`src/rtl/r2r_adc_ctrl.sv`:
```
// R2R-ladder ADC conversion controller: SAR (and optional ramp) conversion, block averaging and mV scaling.
// Define R2R_ADC_RAMP_EN to build ramp mode; otherwise every conversion is SAR and successive_approx is ignored.
module r2r_adc_ctrl #(
    parameter int DAC_W         = 8,
    parameter int SETTLE_CYCLES = 4,
    parameter int AVG_LOG2      = 4,
    parameter int VREF_MV       = 3300
) (
    input  logic             clk,
    input  logic             reset,
    input  logic             enable,
    input  logic             successive_approx,
    input  logic             comp_in,
    output logic [DAC_W-1:0] dac_code,
    output logic [15:0]      raw_out,
    output logic [15:0]      ave_out,
    output logic [15:0]      scaled_out,
    output logic             sample_valid,
    output logic             busy
);

    localparam int SW    = $clog2(SETTLE_CYCLES + 1);
    localparam int BW    = $clog2(DAC_W);
    localparam int SUM_W = DAC_W + AVG_LOG2;
    localparam int PW    = DAC_W + 18;
    localparam logic [DAC_W-1:0] CODE_ONE = DAC_W'(1);
    localparam logic [DAC_W-1:0] CODE_MAX = '1;

    typedef enum logic [1:0] {IDLE, TRIAL, DONE} state_t;

    state_t              state;
    logic                comp_meta;
    logic                comp_s;
    logic [SW-1:0]       settle_cnt;
    logic [BW-1:0]       bit_idx;
    logic [SUM_W-1:0]    sum;
    logic [AVG_LOG2-1:0] count;

    logic                start;
    logic                conv_done;
    logic [DAC_W-1:0]    sar_kept;
    logic [DAC_W-1:0]    conv_result;
    logic [DAC_W-1:0]    next_code;
    logic [SUM_W-1:0]    sum_next;
    logic [PW-1:0]       prod;

`ifdef R2R_ADC_RAMP_EN
    logic                ramp_mode;
`else
    logic                unused_successive_approx;
    assign unused_successive_approx = successive_approx;
`endif

    function automatic logic [DAC_W-1:0] onehot(input logic [BW-1:0] idx);
        return CODE_ONE << idx;
    endfunction

    always_ff @(posedge clk or negedge reset) begin
        if (!reset) begin
            comp_meta <= 1'b0;
            comp_s    <= 1'b0;
        end else begin
            comp_meta <= comp_in;
            comp_s    <= comp_meta;
        end
    end

    // Decision taken at the last clock of a trial, for whichever mode is latched.
    always_comb begin
        sar_kept    = comp_s ? dac_code : (dac_code & ~onehot(bit_idx));
        conv_done   = (bit_idx == '0);
        conv_result = sar_kept;
        next_code   = sar_kept | onehot(bit_idx - BW'(1));
`ifdef R2R_ADC_RAMP_EN
        if (ramp_mode) begin
            conv_done = 1'b0;
            next_code = dac_code + CODE_ONE;
            if (!comp_s) begin
                conv_done   = 1'b1;
                conv_result = (dac_code == '0) ? '0 : dac_code - CODE_ONE;
            end else if (dac_code == CODE_MAX) begin
                conv_done   = 1'b1;
                conv_result = CODE_MAX;
            end
        end
`endif
        start    = enable && (state != TRIAL);
        sum_next = sum + SUM_W'(conv_result);
        prod     = PW'(ave_out) * PW'(VREF_MV);
    end

    always_ff @(posedge clk or negedge reset) begin
        if (!reset) begin
            state        <= IDLE;
            settle_cnt   <= '0;
            bit_idx      <= '0;
            sum          <= '0;
            count        <= '0;
            dac_code     <= '0;
            raw_out      <= '0;
            ave_out      <= '0;
            scaled_out   <= '0;
            sample_valid <= 1'b0;
            busy         <= 1'b0;
`ifdef R2R_ADC_RAMP_EN
            ramp_mode    <= 1'b0;
`endif
        end else begin
            sample_valid <= 1'b0;
            scaled_out   <= 16'(prod >> DAC_W);
            if (start) begin
                state      <= TRIAL;
                busy       <= 1'b1;
                settle_cnt <= '0;
                bit_idx    <= BW'(DAC_W - 1);
                dac_code   <= onehot(BW'(DAC_W - 1));
`ifdef R2R_ADC_RAMP_EN
                ramp_mode  <= !successive_approx;
                if (!successive_approx)
                    dac_code <= '0;
`endif
            end else if (state == TRIAL) begin
                if (!enable) begin
                    // Abort: partial result and the running block are both dropped.
                    state    <= IDLE;
                    busy     <= 1'b0;
                    dac_code <= '0;
                    sum      <= '0;
                    count    <= '0;
                end else if (settle_cnt == SW'(SETTLE_CYCLES - 1)) begin
                    settle_cnt <= '0;
                    if (conv_done) begin
                        state        <= DONE;
                        dac_code     <= conv_result;
                        raw_out      <= 16'(conv_result);
                        sample_valid <= 1'b1;
                        count        <= count + AVG_LOG2'(1);
                        if (&count) begin
                            ave_out <= 16'(sum_next >> AVG_LOG2);
                            sum     <= '0;
                        end else begin
                            sum <= sum_next;
                        end
                    end else begin
                        dac_code <= next_code;
                        bit_idx  <= bit_idx - BW'(1);
                    end
                end else begin
                    settle_cnt <= settle_cnt + SW'(1);
                end
            end else begin
                state    <= IDLE;
                busy     <= 1'b0;
                dac_code <= '0;
            end
        end
    end

endmodule

```
`config.mk`:
```
export PLATFORM = sky130hd
export DESIGN_NAME = r2r_adc_ctrl
export DESIGN_NICKNAME = d
export VERILOG_FILES = /design/src/rtl/r2r_adc_ctrl.sv
export SDC_FILE = /design/constraint.sdc
export NUM_CORES = 1
export LEC_CHECK = 0
export ABC_AREA = 0
export CAP_MARGIN = 20
export CELL_PAD_IN_SITES_DETAIL_PLACEMENT = 1
export CELL_PAD_IN_SITES_GLOBAL_PLACEMENT = 1
export CORE_ASPECT_RATIO = 1.75
export CORE_MARGIN = 2
export CORE_UTILIZATION = 40
export CTS_CLUSTER_DIAMETER = 40
export DETAILED_ROUTE_END_ITERATION = 12
export GPL_ROUTABILITY_DRIVEN = 1
export GPL_TIMING_DRIVEN = 0
export PLACE_DENSITY = 0.75
export SKIP_CTS_REPAIR_TIMING = 1
export SYNTH_ARGS = -nofsm -noshare
export SYNTH_HDL_FRONTEND = slang
export SYNTH_SLANG_ARGS = --single-unit
```
`constraint.sdc`:
```
create_clock -name clk -period 4.9 [get_ports clk]
set_input_delay 0.49 -clock clk [delete_from_list [all_inputs] [get_ports clk]]
set_output_delay 0.49 -clock clk [all_outputs]
set_load 0.01 [all_outputs]
```
==> results.toml <==
[status]
outcome = "complete, no violations"

[final_layout]
drive_gt1_share_pct = 9.39
diodes = 0
synthToLayoutAreaGrowth_pct = 21.6
final_util_pct = 49.9
finalNetCount = 593

[timing]
rsz0062_at_grt = "no"
hold_viol = 0
fin_setup_tns_ns = 0
setup_viol = 0
period_needed_ns = 4.37
slew_headroom_pct = 36.2
holdWs_ns = 0.258
finalMaxSlewViolations = 0
tightest_slew_ns = 0.951
timing.fmax_mhz = 229
skew_ns = 0.00524
timing.final.crit_share_pct = 89.2

[setup_path]
cp-start-kind = "flip-flop"
reg2reg_from = "ave_out[5]"
startpoint = "ave_out[5]"
critPathArrivalTime_ns = 4.59
r2r_slack_ns = 0.53
required_ns = 5.11
critPathKind = "flip-flop to flip-flop"
end_kind = "flip-flop"
critPathMaxFanout = 7

[synthesis]
synthFlopType = "dfrtp_1"
synthTopCellsByArea = "dfrtp_1 (36%), ha_1 (15%), fa_1 (8.2%)"
synth_area_leader_cell = "dfrtp_1"
yosysWarningCount = 0
synth_edf_count = 0
synth_cells = 447
synth_cell_types = 52
ys_async_sr_fraction_pct = 100
synth-seq-cells = 64
yosysSeqAreaShare_pct = 36.2
synth_top_area_share_pct = 36.2
syn_avg_cell_area_um2 = 9.89
netlist_area_um2 = 4420

[routing]
drt-met1-wl_um = 4050
wl_um = 11300
first_pass_iters = 4
wire_per_inst_um = 17.3
ant_nets = 0
avgViaCountPerCell = 5.31
wl_met2_um = 6670
drtIter0Drc = 78
vias = 3460
dr_wl_met3_um = 312
dr.max_layer_used = "met4"
drc = 0

[floorplan]
rows = 50
initial_core_util_pct = 41.1
dieArea_um2 = 11900
die_w_um = 83.5
io_pins = 63
core_area_um2 = 10800
die_y_um = 143

[clock_network]
clk_pin_slew_worst_paths_ns = 0.06
numCtsBuffers = 9
cts_max_path_buffers = 2
htreeDepth = 3
worst_skew_pair.late_latency_ns = 0.33
cts_tree = "yes"
cts_sinks = 64
clockRootBuffer = "clkbuf_16"

[grt]
grt_remaining_overflow = 0
grt_pass1_vias = 3830
grt_max_degree = 65
grt_pass1_wl_um = 19000
antenna_found_initial = 0
gr-usage-all-layers_pct = 20.0

[place]
dpl.hpwl_um = 8840
port_buffers = 40
gp_congestion = 0.855

[worst_hold_path]
hold_path.class = "input port to asynchronous set/reset pin"

[power]
powerDensity_nw_per_um2 = 251
leakagePower_uw = 0.00280
vdd_drop_max_uv = 244

[job]
drv_cap = 0
-- layout by cell type, fill, tap and decap left out, drive strengths merged, types with 7 or more instances in the layout --
cell,instances
nand2,50
clkdlybuf4s50,39
o21ai,28
ha,53
nand3,11
clkbuf,19
xnor2,10
xor2,10
inv,35
dfrtp,64
a21oi,17
nor3,9
fa,18
buf,28
nor2,17
a22o,8
conb,20
a21o,9
a211oi,7
a21boi,7
-- worst paths after layout --
kind	endpoint	cells past startpoint
worst min-delay path	scaled_out[4]	1
min in group clk	comp_s	0
worst max-delay path	scaled_out[10]	14
max in group asynchronous	raw_out[0]	1
worst max register to register	scaled_out[10]	14
worst min register to register	comp_s	0
-- Yosys cell counts (2+ instances only) --
library cell  number
nor2b_1            3
xor2_1            10
o21bai_1           2
a211o_1            2
a21o_1             9
and2_1             4
nand2_1           50
o21a_1             3
dfrtp_1           64
mux2_2             3
xnor2_1           10
a21boi_0           7
nor3_1             9
o21ai_0           27
nand3_1           10
buf_2              2
a221oi_1           2
a21oi_1           17
buf_4             23
nor2_1            17
nand4_1            2
clkbuf_1           9
or4_1              2
nand3b_1           2
nand2b_1           5
a22o_1             8
o211a_1            2
ha_1              53
inv_1             35
a31oi_1            4
or3_1              2
a211oi_1           7
nor4_1             2
o211ai_1           4
or2_2              2
fa_1              18
-- layer usage --
| metal | track usage (%) | vias up |
|---|---|---|
| met2 | 41.2 | 64 |
| met5 | 0 | - |
| met1 | 19.6 | 1739 |
| met4 | 6.96 | 0 |
| li1 | - | 1634 |
| met3 | 3.53 | 23 |
-- sequential cells by signal, indices dropped and copies added, names as in the netlist, 2 cells and up --
register,flops
scaled_out,12
sum,12
ave_out,8
dac_code,8
raw_out,8
count,4
bit_idx,3
settle_cnt,3
state,2
-- cells by family after synthesis --
kind of cell	synth area share, %
AO/OA/AOI/OAI	14.9
XOR/XNOR	3.96
adder cells (fa/ha/maj)	23.2
buffers and inverters	8.21
flip-flops	36.2
multiplexers	0.764
other	0.0848
AND/OR/NAND/NOR	12.7
-- final cells by class --
type,count,area [µm²]
Buffer,36,231
Clock buffer,10,239
Clock inverter,6,82.6
Fill cell,1226,5390
Inverter,35,131
Multi-Input combinational cell,331,2530
Sequential cell,64,1600
Tap cell,130,163
Timing Repair Buffer,40,398
-- critical path, cell delays in order (launching register included) --
cell,delay [ns]
dfrtp_1,0.50
fa_1,0.58
inv_1,0.05
fa_1,0.50
inv_1,0.05
fa_1,0.50
inv_1,0.06
fa_1,0.53
inv_1,0.04
ha_1,0.35
nand2_1,0.11
nor2_1,0.05
a211oi_1,0.52
o21ai_0,0.22
xor2_1,0.17
-- per-stage QoR --
stage          setup WS (ns)  cells  cell area [µm²]  power (µW)
3_3_place_gp           0.565    636             5050         653
6_report               0.529    652             5370        1350
4_1_cts                0.496    652             5370        1360
3_5_place_dp           0.487    636             5050         656
5_1_grt                0.309    652             5370        1400
2_1_floorplan          0.945    466             4490         618
-- report_power, final --
part	switching, µW	internal (µW)
clock network	247	456
logic	63.5	35.9
registers	9.28	538
Note: power is estimated with default switching activity, not from simulation.
